`src/rtl/video_timing_gen.sv`:
```
// Raster timing generator: free-running h/v counters, frame-granular enable,
// and a two-stage output pipeline that fetches pixels from a read FIFO.
module video_timing_gen #(
  parameter int   H_ACTIVE = 1280,
  parameter int   H_FP     = 110,
  parameter int   H_SYNC   = 40,
  parameter int   H_BP     = 220,
  parameter int   V_ACTIVE = 720,
  parameter int   V_FP     = 5,
  parameter int   V_SYNC   = 5,
  parameter int   V_BP     = 20,
  parameter logic HS_POL   = 1'b1,
  parameter logic VS_POL   = 1'b1
) (
  input  logic        video_clk,
  input  logic        rst,
  input  logic        enable,
  input  logic [15:0] data_in,
  output logic        data_req,
  output logic        hs,
  output logic        vs,
  output logic        de,
  output logic [15:0] rgb_out,
  output logic        frame_start,
  output logic        frame_done
);

  localparam int H_TOTAL = H_ACTIVE + H_FP + H_SYNC + H_BP;
  localparam int V_TOTAL = V_ACTIVE + V_FP + V_SYNC + V_BP;

  localparam logic [11:0] H_LAST      = 12'(H_TOTAL - 1);
  localparam logic [11:0] V_LAST      = 12'(V_TOTAL - 1);
  localparam logic [11:0] H_ACT       = 12'(H_ACTIVE);
  localparam logic [11:0] V_ACT       = 12'(V_ACTIVE);
  localparam logic [11:0] H_ACT_LAST  = 12'(H_ACTIVE - 1);
  localparam logic [11:0] V_ACT_LAST  = 12'(V_ACTIVE - 1);
  localparam logic [11:0] HS_START    = 12'(H_ACTIVE + H_FP);
  localparam logic [11:0] HS_END      = 12'(H_ACTIVE + H_FP + H_SYNC);
  localparam logic [11:0] VS_START    = 12'(V_ACTIVE + V_FP);
  localparam logic [11:0] VS_END      = 12'(V_ACTIVE + V_FP + V_SYNC);

  logic [11:0] h_cnt;
  logic [11:0] v_cnt;
  logic        pend;
  logic        frame_en;

  logic        boundary;
  logic        in_active;
  logic        in_hsync;
  logic        in_vsync;
  logic        at_first;
  logic        at_last;

  logic        hsync_s1;
  logic        vsync_s1;
  logic        first_s1;
  logic        last_s1;
  logic        last_s2;

  always_comb begin
    boundary  = (h_cnt == H_LAST) && (v_cnt == V_LAST);
    in_active = (h_cnt < H_ACT) && (v_cnt < V_ACT);
    in_hsync  = (h_cnt >= HS_START) && (h_cnt < HS_END);
    in_vsync  = (v_cnt >= VS_START) && (v_cnt < VS_END);
    at_first  = (h_cnt == 12'd0) && (v_cnt == 12'd0);
    at_last   = (h_cnt == H_ACT_LAST) && (v_cnt == V_ACT_LAST);
  end

  always_ff @(posedge video_clk) begin
    if (rst) begin
      h_cnt <= 12'd0;
      v_cnt <= 12'd0;
    end else if (h_cnt == H_LAST) begin
      h_cnt <= 12'd0;
      v_cnt <= (v_cnt == V_LAST) ? 12'd0 : v_cnt + 12'd1;
    end else begin
      h_cnt <= h_cnt + 12'd1;
    end
  end

  // An enable seen in the boundary clock itself still lands in the next frame.
  always_ff @(posedge video_clk) begin
    if (rst) begin
      pend     <= 1'b0;
      frame_en <= 1'b0;
    end else if (boundary) begin
      frame_en <= pend | enable;
      pend     <= 1'b0;
    end else begin
      pend     <= pend | enable;
    end
  end

  // Stage 1: FIFO read strobe plus region flags (sync kept as "in sync", polarity applied later).
  always_ff @(posedge video_clk) begin
    if (rst) begin
      data_req <= 1'b0;
      hsync_s1 <= 1'b0;
      vsync_s1 <= 1'b0;
      first_s1 <= 1'b0;
      last_s1  <= 1'b0;
    end else begin
      data_req <= frame_en & in_active;
      hsync_s1 <= in_hsync;
      vsync_s1 <= in_vsync;
      first_s1 <= frame_en & at_first;
      last_s1  <= frame_en & at_last;
    end
  end

  // Stage 2: visible outputs; the FIFO word arrives while data_req is high.
  always_ff @(posedge video_clk) begin
    if (rst) begin
      de          <= 1'b0;
      hs          <= ~HS_POL;
      vs          <= ~VS_POL;
      rgb_out     <= 16'd0;
      frame_start <= 1'b0;
      last_s2     <= 1'b0;
      frame_done  <= 1'b0;
    end else begin
      de          <= data_req;
      hs          <= hsync_s1 ? HS_POL : ~HS_POL;
      vs          <= vsync_s1 ? VS_POL : ~VS_POL;
      rgb_out     <= data_req ? data_in : 16'd0;
      frame_start <= first_s1;
      last_s2     <= last_s1;
      frame_done  <= last_s2;
    end
  end

endmodule

```
`config.mk`:
```
export PLATFORM = sky130hd
export DESIGN_NAME = video_timing_gen
export DESIGN_NICKNAME = d
export VERILOG_FILES = /design/src/rtl/video_timing_gen.sv
export SDC_FILE = /design/constraint.sdc
export NUM_CORES = 1
export LEC_CHECK = 0
export BUFFER_PORTS_ARGS = -buffer_cell sky130_fd_sc_hd__buf_4
export CELL_PAD_IN_SITES_DETAIL_PLACEMENT = 0
export CELL_PAD_IN_SITES_GLOBAL_PLACEMENT = 1
export CORE_ASPECT_RATIO = 0.75
export CORE_MARGIN = 2
export CORE_UTILIZATION = 35
export DETAILED_ROUTE_END_ITERATION = 16
export PLACE_DENSITY = 0.76
export SLEW_MARGIN = 20
export SYNTH_ARGS = -nofsm -noshare
export SYNTH_HDL_FRONTEND = slang
export SYNTH_SLANG_ARGS = --single-unit
export TNS_END_PERCENT = 30
```
`constraint.sdc`:
```
create_clock -name video_clk -period 2.9 [get_ports video_clk]
set_input_delay 0.58 -clock video_clk [delete_from_list [all_inputs] [get_ports video_clk]]
set_output_delay 0.58 -clock video_clk [all_outputs]
set_load 0.03 [all_outputs]
```
==> results of run 1 <==
==> final timing paths <==
kind,endpoint,depth (start not counted),slack [ns]
setup / recovery,v_cnt[10],6,0.58
hold / removal,frame_done,1,0.44
setup reg to reg,v_cnt[10],6,0.58
hold reg to reg,frame_done,1,0.44
==> state kept, by name, summed over array words and instances, names as in the netlist <==
| signal | count |
|---|---|
| v_cnt | 12 |
| frame_en | 1 |
| rgb_out | 16 |
| hs | 1 |
| last_s2 | 1 |
| data_req | 1 |
| vs | 1 |
| de | 1 |
| first_s1 | 1 |
| hsync_s1 | 1 |
| pend | 1 |
| last_s1 | 1 |
| vsync_s1 | 1 |
| frame_start | 1 |
| h_cnt | 12 |
| frame_done | 1 |
==> through the flow <==
stage	utilization (%)	area, µm²	worst slack (ns)	hold WS (ns)	instances
3_3_place_gp	42.7	2510	0.640	0.419	341
3_5_place_dp	42.7	2510	0.601	0.422	341
4_1_cts	44.2	2600	0.577	0.448	349
6_report	44.2	2600	0.582	0.443	349
2_1_floorplan	-	2160	0.763	0.414	232
5_1_grt	44.2	2600	0.407	0.458	349
==> power groups by stage <==
stage          clock network, mW  registers (mW)  logic (mW)
6_report                   0.417           0.737      0.0420
5_1_grt                    0.459           0.739      0.0480
4_1_cts                    0.436           0.737      0.0426
3_5_place_dp                   0           0.754      0.0422
3_3_place_gp                   0           0.754      0.0420
2_1_floorplan                  0           0.752      0.0228
==> placed cells by master (no fill, tap or decap), types with 2 or more instances in the layout <==
cell | Yosys | routed
a21oi_1 | 12 | 12
and2_1 | 18 | 18
and3_1 | 2 | 2
and4_1 | 2 | 2
buf_4 | 2 | 41
clkbuf_8 | 0 | 5
dfxtp_1 | 53 | 53
ha_1 | 7 | 7
inv_1 | 10 | 10
nand2_1 | 5 | 5
nand2b_1 | 2 | 2
nand3_1 | 12 | 12
nand3b_1 | 2 | 2
nand4_1 | 5 | 5
nor2_1 | 22 | 22
nor2b_1 | 9 | 9
nor3_1 | 4 | 4
nor3b_1 | 3 | 3
nor4_1 | 5 | 5
nor4b_1 | 2 | 2
o21ai_0 | 11 | 11
o31ai_1 | 2 | 2
or3_1 | 6 | 6
or3_2 | 3 | 3
or4_1 | 4 | 4
xnor2_1 | 10 | 10
==> layout make-up <==
class,instances,area [µm²],share of cell area (%)
flip-flops and latches,53,1060,40.8
multi-input cells,159,1010,38.8
repair buffers,41,308,11.8
well taps,78,97.6,3.75
clock buffers,6,72.6,2.79
inverters,10,37.5,1.44
clock inverters,2,13.8,0.529
==> worst reg2reg max path, delay by kind of cell (launching register included) <==
family	cells	cell delay, ns
AOI/OAI and AO/OA	1	0.14
adders and majority gates	1	0.17
and+or+nand+nor	3	1.48
DFF	1	0.37
buffers and inverters	1	0.10
==> metal layers <==
metal	vias to the layer above	track usage [%]	part of all wire (%)	wire length, µm
met5	-	0	0	0
met4	0	3.86	1.0	47
met1	739	21.9	54	2460
met2	71	19.0	36	1670
li1	873	-	-	-
met3	7	4.47	9.1	418
==> logic make-up after synthesis <==
group,count (synthesis),synth area share (%)
AOI/OAI and AO/OA,30,7.99
adders and majority gates,7,4.05
DFF,53,49.1
xor gates and xnor gates,11,4.46
and+or+nand+nor,111,30.2
buffers and inverters,20,4.22
==> flow_summary.yaml, run 1 <==
timing:
  fmax_ghz: 0.431
  min_period_over_period_pct: 79.9
  rsz0062_at_grt: "false"
  setup_viol: 0
  fin_skew_ns: 0.00999
  worst_slew_pin_slew_ns: 0.834
  hold_viol: 0
  slew_headroom_pct: 44.3
  fin_crit_ns: 2.32
  fin_setup_tns_ns: 0
  maxSlewViolCount: 0
setup_path:
  cp.required_ns: 3.15
  crit_top_cell: "or4_1"
  cp_num_buf_inv: 1
  slowest_delay_ns: 0.55
  crit_chain: "inv_1 -> ha_1 -> or4bb_1 -> or4_1 -> or4_1 -> a21oi_1"
  critical_path_class: "register to register"
  path_delay_family: "simple AND/OR/NAND/NOR gates"
  crit_fanout: 8
  critPathSlowestCell: "or4_1"
  cp-end-kind: "register"
  arrival_ns: 2.57
  startpoint: "h_cnt[1]"
  cp-start-kind: "register"
  rr_startpoint: "h_cnt[1]"
route:
  routed_via_density: 4.84
  drt-initial-drc-count: 98
  wl_per_cell_um: 13.2
  drc: 0
  first_pass_iters: 7
  ant_nets: 0
  wl_um: 4590
  num_vias: 1690
pwr:
  p_comb_share_pct: 3.5
  p_sw_mw: 0.268
  p_clk_share_pct: 34.8
  finalPower_mw: 1.20
  power_density_nw_per_um2: 460
  switching_share_pct: 22.4
  ir_drop_uv: 195
  seqPwrFrac_pct: 61.6
  p_int_mw: 0.928
  total_leakage_power_nw: 0.984
clocking:
  clk_path_buf_depth: 2
  cts_tree: "built"
  post_cts_resized: 0
  cts_hold_buf: 0
  clock-sinks: 53
  clk_latency_ns: 0.31
  cts_setup_buffers: 0
  cts.clk_slew.worst_paths_ns: 0.10
  root_buffer: "clkbuf_8"
  numCtsBuffers: 5
  htreeDepth: 2
yosys:
  ys_seq_area_share_pct: 49.1
  async_flop_share_pct: 0
  synthTopCellsByCount: "dfxtp_1 (53), nor2_1 (22), and2_1 (18), a21oi_1 (12), nand3_1 (12)"
  synthesis.area_um2: 2160
  synth_cell_type_count: 39
  synth_fp_nets: 258
  ys_warn_count: 0
  yosysTopAreaCell: "dfxtp_1"
  ys_top_cells_by_area: "dfxtp_1 (49%), and2_1 (5.2%), ha_1 (4.1%)"
  yosysMostFrequentCell: "dfxtp_1"
  syn_avg_cell_area_um2: 9.32
  synthCells: 232
  synth_edf_count: 0
  yosys_register_bits: 53
  post-synth-top-area-fraction_pct: 49.1
  synth_ff_type: "dfxtp_1"
floorplan:
  start_util_pct: 36.7
  row_count: 24
  core_area_um2: 5890
  die-width_um: 94.8
  num_io_pins: 41
  die_h_um: 72.1
  die_area_um2: 6830
finish:
  n_antenna_cell: 0
  fillers: 575
  fin_nets: 296
  area_growth_pct: 20.3
  drive_gt1_share_pct: 20.3
global_routing:
  grt_remaining_overflow: 0
  grt_pass1_wl_um: 7730
  grt_pass1_vias: 1562
  grt_max_degree: 18
  grt.total_usage_pct: 14.3
  antenna_found_initial: 0
placed_design:
  numPortBuffers: 40
  dpl.hpwl_um: 3310
  globalplace.congestion: 0.813
hold_path:
  min_path_type: "register to register"
  hp-start: "last_s2"
job:
  maxCapViolCount: 0
outcome:
  status: "finished, final reports clean"
Note: power is estimated with default switching activity, not from simulation.
==> run 2: changes to the inputs <==
PLACE_DENSITY = 0.79   (was 0.76)
clock period = 2.1 ns   (was 2.9 ns; I/O delays follow)
==> flow_summary.yaml, run 2 (same netlist as run 1, synthesis figures left out) <==
outcome:
  status: "finished, final reports clean"
route:
  met1_length_um: 2500
  wl_met2_um: 1820
  num_vias: 1803
  ant_nets: 0
  drc: 0
  detailroute.wirelength.met3_um: 432
  drt-initial-drc-count: 85
  routed_via_density: 4.86
  first_pass_iters: 4
  wl_per_cell_um: 13.0
  dr.max_layer_used: "met4"
  wl_um: 4810
timing:
  fmax_ghz: 0.487
  maxSlewViolCount: 0
  fin_hold_ws_ns: 0.311
  hold_viol: 0
  slew_headroom_pct: 72.5
  fin_setup_tns_ns: 0
  min_period_over_period_pct: 97.8
  setup_viol: 0
  worst_slew_pin_slew_ns: 0.406
  rsz0062_at_grt: "true"
  fin_crit_ns: 2.05
  fin_skew_ns: 0.00907
placed_design:
  numPlacedInstances: 361
  numPortBuffers: 40
  globalplace.congestion: 0.795
  dpl.hpwl_um: 3500
  dpl-instance-area_um2: 2680
pwr:
  finalPower_mw: 1.80
  p_clk_share_pct: 38.7
  power_density_nw_per_um2: 633
  p_sw_mw: 0.377
  ir_drop_uv: 242
  p_comb_share_pct: 4.9
  total_leakage_power_nw: 1.12
  p_int_mw: 1.42
  seqPwrFrac_pct: 56.4
  switching_share_pct: 21.0
setup_path:
  cp-end-kind: "register"
  critical_path_class: "register to register"
  cp-start-kind: "register"
  cp.required_ns: 2.35
  worstRegToRegCells: 6
  rr_startpoint: "h_cnt[1]"
  crit_fanout: 8
  reg2reg_to: "v_cnt[10]"
  reg2reg_slack_ns: 0.05
  arrival_ns: 2.31
finish:
  layout_commonest_cell: "buf_4"
  n_antenna_cell: 0
  fin_nets: 318
  regMostFlops: "rgb_out"
  area_growth_pct: 31.5
  drive_gt1_share_pct: 29.0
  stdcell_count: 371
  final_cell_mix: "buf_4 (62), dfxtp_1 (51), nor2_1 (22)"
  largest_reg_flops: 16
  largest_registers: "rgb_out: 16 flops, h_cnt: 12 flops, v_cnt: 12 flops"
  fin_area_um2: 2840
clocking:
  clock-sinks: 53
  root_buffer: "clkbuf_8"
  cts_tree: "built"
  cts_hold_buf: 0
  clk_path_buf_depth: 2
  htreeDepth: 2
  cts.clk_slew.worst_paths_ns: 0.10
  numCtsBuffers: 5
  clk_latency_ns: 0.31
global_routing:
  grt_pass1_wl_um: 7780
  grt_pass1_vias: 1647
  grt.total_usage_pct: 14.7
  grt_remaining_overflow: 0
  grt_max_degree: 18
  antenna_found_initial: 0
hold_path:
  whs_path_depth: 2
  min_path_type: "input pin to register"
  min_to: "rgb_out[8]"
  hp-start: "data_in[8]"
floorplan:
  num_io_pins: 41
  die_area_um2: 6830
  start_util_pct: 36.7
  die_h_um: 72.1
  row_count: 24
  die-width_um: 94.8
  core_area_um2: 5890
job:
  maxCapViolCount: 0
==> run 2: power by group through the flow <==
stage / sequential (mW) / clock [mW] / combinational [mW]
after global placement: 1.04 / 0 / 0.0810
after global routing: 1.02 / 0.761 / 0.0972
after floorplan: 1.04 / 0 / 0.0316
final: 1.01 / 0.696 / 0.0886
after detailed placement: 1.04 / 0 / 0.0801
after CTS: 1.01 / 0.723 / 0.0885
==> run 2: final cells by class <==
class	instances	area, µm²
Clock buffer	6	72.6
Clock inverter	2	38.8
Inverter	10	37.5
Timing Repair Buffer	63	485
Sequential cell	53	1060
Multi-Input combinational cell	159	1050
Tap cell	78	97.6
Fill cell	567	3040
==> run 2: what timing repair did <==
item / in CTS / in global routing
gates resized for setup: 8 / 2
endpoints found under the setup margin: 8 / 8
setup buffers: 2 / 0
gates cloned: 0 / 0
pin swaps: 4 / 2
==> run 2: layer usage <==
metal	track usage, %	vias up
li1	-	919
met3	4.15	5
met1	21.4	817
met5	0	-
met2	20.7	62
met4	5.15	0
==> run 2: worst max-delay path, cell delays in order, from the launching register on <==
cell	delay, ns
dfxtp_2	0.33
inv_2	0.07
ha_4	0.13
or4bb_1	0.40
or4_4	0.50
or4_4	0.44
a21oi_2	0.13
==> run 2: worst max path at each step <==
stage	start	end
detailed placement	h_cnt[1]	v_cnt[10]
CTS	h_cnt[1]	v_cnt[10]
global route	h_cnt[1]	v_cnt[10]
finish	h_cnt[1]	v_cnt[10]
global placement	h_cnt[1]	v_cnt[10]
floorplan	h_cnt[1]	v_cnt[10]
==> run 2: through the flow <==
stage          setup WS, ns  util (%)
5_1_grt             -0.0170      48.3
3_5_place_dp         -0.162      45.5
2_1_floorplan       0.00128         -
4_1_cts             -0.0367      48.2
6_report             0.0470      48.3
3_3_place_gp        -0.0762      45.5
==> run 3: changes to the inputs <==
CORE_UTILIZATION = 37   (was 35)
CTS_BUF_LIST = sky130_fd_sc_hd__clkbuf_16   (was unset)
GPL_TIMING_DRIVEN = 0   (was unset)
PLACE_DENSITY = 0.82   (was 0.79)
==> flow_summary.yaml, run 3 (same netlist as run 1, synthesis figures left out) <==
timing:
  rsz0062_at_grt: "true"
  slew_headroom_pct: 61.0
  fmax_ghz: 0.461
  worst_slew_pin_slew_ns: 0.580
  hold_viol: 0
  min_period_over_period_pct: 103
  worst_slack_ns: -0.0708
  maxSlewViolCount: 0
  fin_crit_ns: 2.17
  fin_hold_ws_ns: 0.336
  fin_skew_ns: 0.00731
  setup_viol: 3
global_routing:
  grt_pass1_wl_um: 7490
  grt_remaining_overflow: 0
  antenna_found_initial: 0
  grt_max_degree: 17
  grt_pass1_vias: 1584
  grt.total_usage_pct: 14.6
pwr:
  total_leakage_power_nw: 1.06
  power_density_nw_per_um2: 717
  ir_drop_uv: 349
setup_path:
  cp.required_ns: 2.32
  crit_chain: "inv_4 -> ha_4 -> or4bb_1 -> or4_4 -> buf_6 -> or4_1 -> a21oi_1"
  path_delay_family: "simple AND/OR/NAND/NOR gates"
  crit_fanout: 8
  critical_path_class: "register to register"
  cp_num_buf_inv: 2
  cp-start-kind: "register"
  critPathSlowestCell: "or4_1"
  arrival_ns: 2.39
  slowest_delay_ns: 0.49
  cp-end-kind: "register"
clocking:
  cts_tree: "built"
  clk_path_buf_depth: 2
  root_buffer: "clkbuf_16"
  cts.clk_slew.worst_paths_ns: 0.07
  htreeDepth: 2
  clk_latency_ns: 0.29
  cts_hold_buf: 0
  numCtsBuffers: 5
  clock-sinks: 53
route:
  wl_um: 4450
  wl_per_cell_um: 12.4
  drc: 0
  routed_via_density: 4.88
  num_vias: 1751
  drt-initial-drc-count: 88
  first_pass_iters: 4
  ant_nets: 0
placed_design:
  dpl.hpwl_um: 3280
  numPortBuffers: 40
  dpl-instance-area_um2: 2560
  globalplace.congestion: 0.817
  numPlacedInstances: 350
finish:
  final_cell_mix: "dfxtp_1 (50), buf_4 (44), nor2_1 (22)"
  drive_gt1_share_pct: 24.9
  layout_commonest_cell: "dfxtp_1"
  largest_reg_flops: 16
  n_antenna_cell: 0
  largest_registers: "rgb_out: 16 flops, h_cnt: 12 flops, v_cnt: 12 flops"
  area_growth_pct: 29.1
  fin_nets: 306
  stdcell_count: 359
  fillers: 538
  fin_area_um2: 2790
  regMostFlops: "rgb_out"
floorplan:
  row_count: 24
  die_area_um2: 6480
  die_h_um: 70.2
  start_util_pct: 37.7
  core_area_um2: 5740
  die-width_um: 92.3
  num_io_pins: 41
job:
  maxCapViolCount: 0
hold_path:
  min_path_type: "input pin to register"
outcome:
  status: "finished, violations left"
  violations: "negative setup slack"
run 3: cell count changes in the layout (fill, tap and decap cells not counted), sizes merged:
cell    change
inv         +1
clkbuf      +4
buf        -17
run 3: stage by stage:
stage	util, %	TNS (ns)	worst slack, ns	total power, mW
detailed placement	44.7	-2.04	-0.156	1.11
global placement	44.7	-2.21	-0.156	1.11
floorplan	-	0	0.00128	1.07
CTS	48.5	-0.132	-0.0671	2.04
global route	48.7	-0.289	-0.108	2.09
finish	48.7	-0.118	-0.0708	2.00
run 3: routing by layer:
layer / global-route usage (%) / wire (µm)
met4: 3.98 / 22
met3: 5.39 / 403
met1: 20.6 / 2240
met2: 21.1 / 1790
met5: 0 / 0
run 3: what timing repair did:
action | 4_1_cts | 5_1_grt
setup buffers | 2 | 0
gates resized for setup | 11 | 5
pin swaps | 6 | 1
setup endpoints to repair | 22 | 16
run 3: power breakdown:
part           switching (mW)  internal (mW)  leakage [nW]
combinational          0.0336         0.0428         0.549
sequential            0.00458           1.01         0.429
clock                   0.351          0.560        0.0852
run 3: area by class of cell:
class                      count  area (µm²)  area share [%]
sequential                    53        1070            38.3
inverter                      10        40.0            1.43
multi-input combinational    159        1040            37.4
clock buffer                   5         125            4.48
timing repair buffer          42         315            11.3
buffer                         9        57.6            2.06
tap                           78        97.6            3.50
clock inverter                 3        42.5            1.52
run 3: worst paths after layout:
kind	endpoint	start	slack (ns)	depth (start not counted)
setup / recovery	v_cnt[10]	h_cnt[1]	-0.07	7
hold / removal	rgb_out[8]	data_in[8]	0.34	2
setup reg to reg	v_cnt[10]	h_cnt[1]	-0.07	7
hold reg to reg	hs	hsync_s1	0.44	1
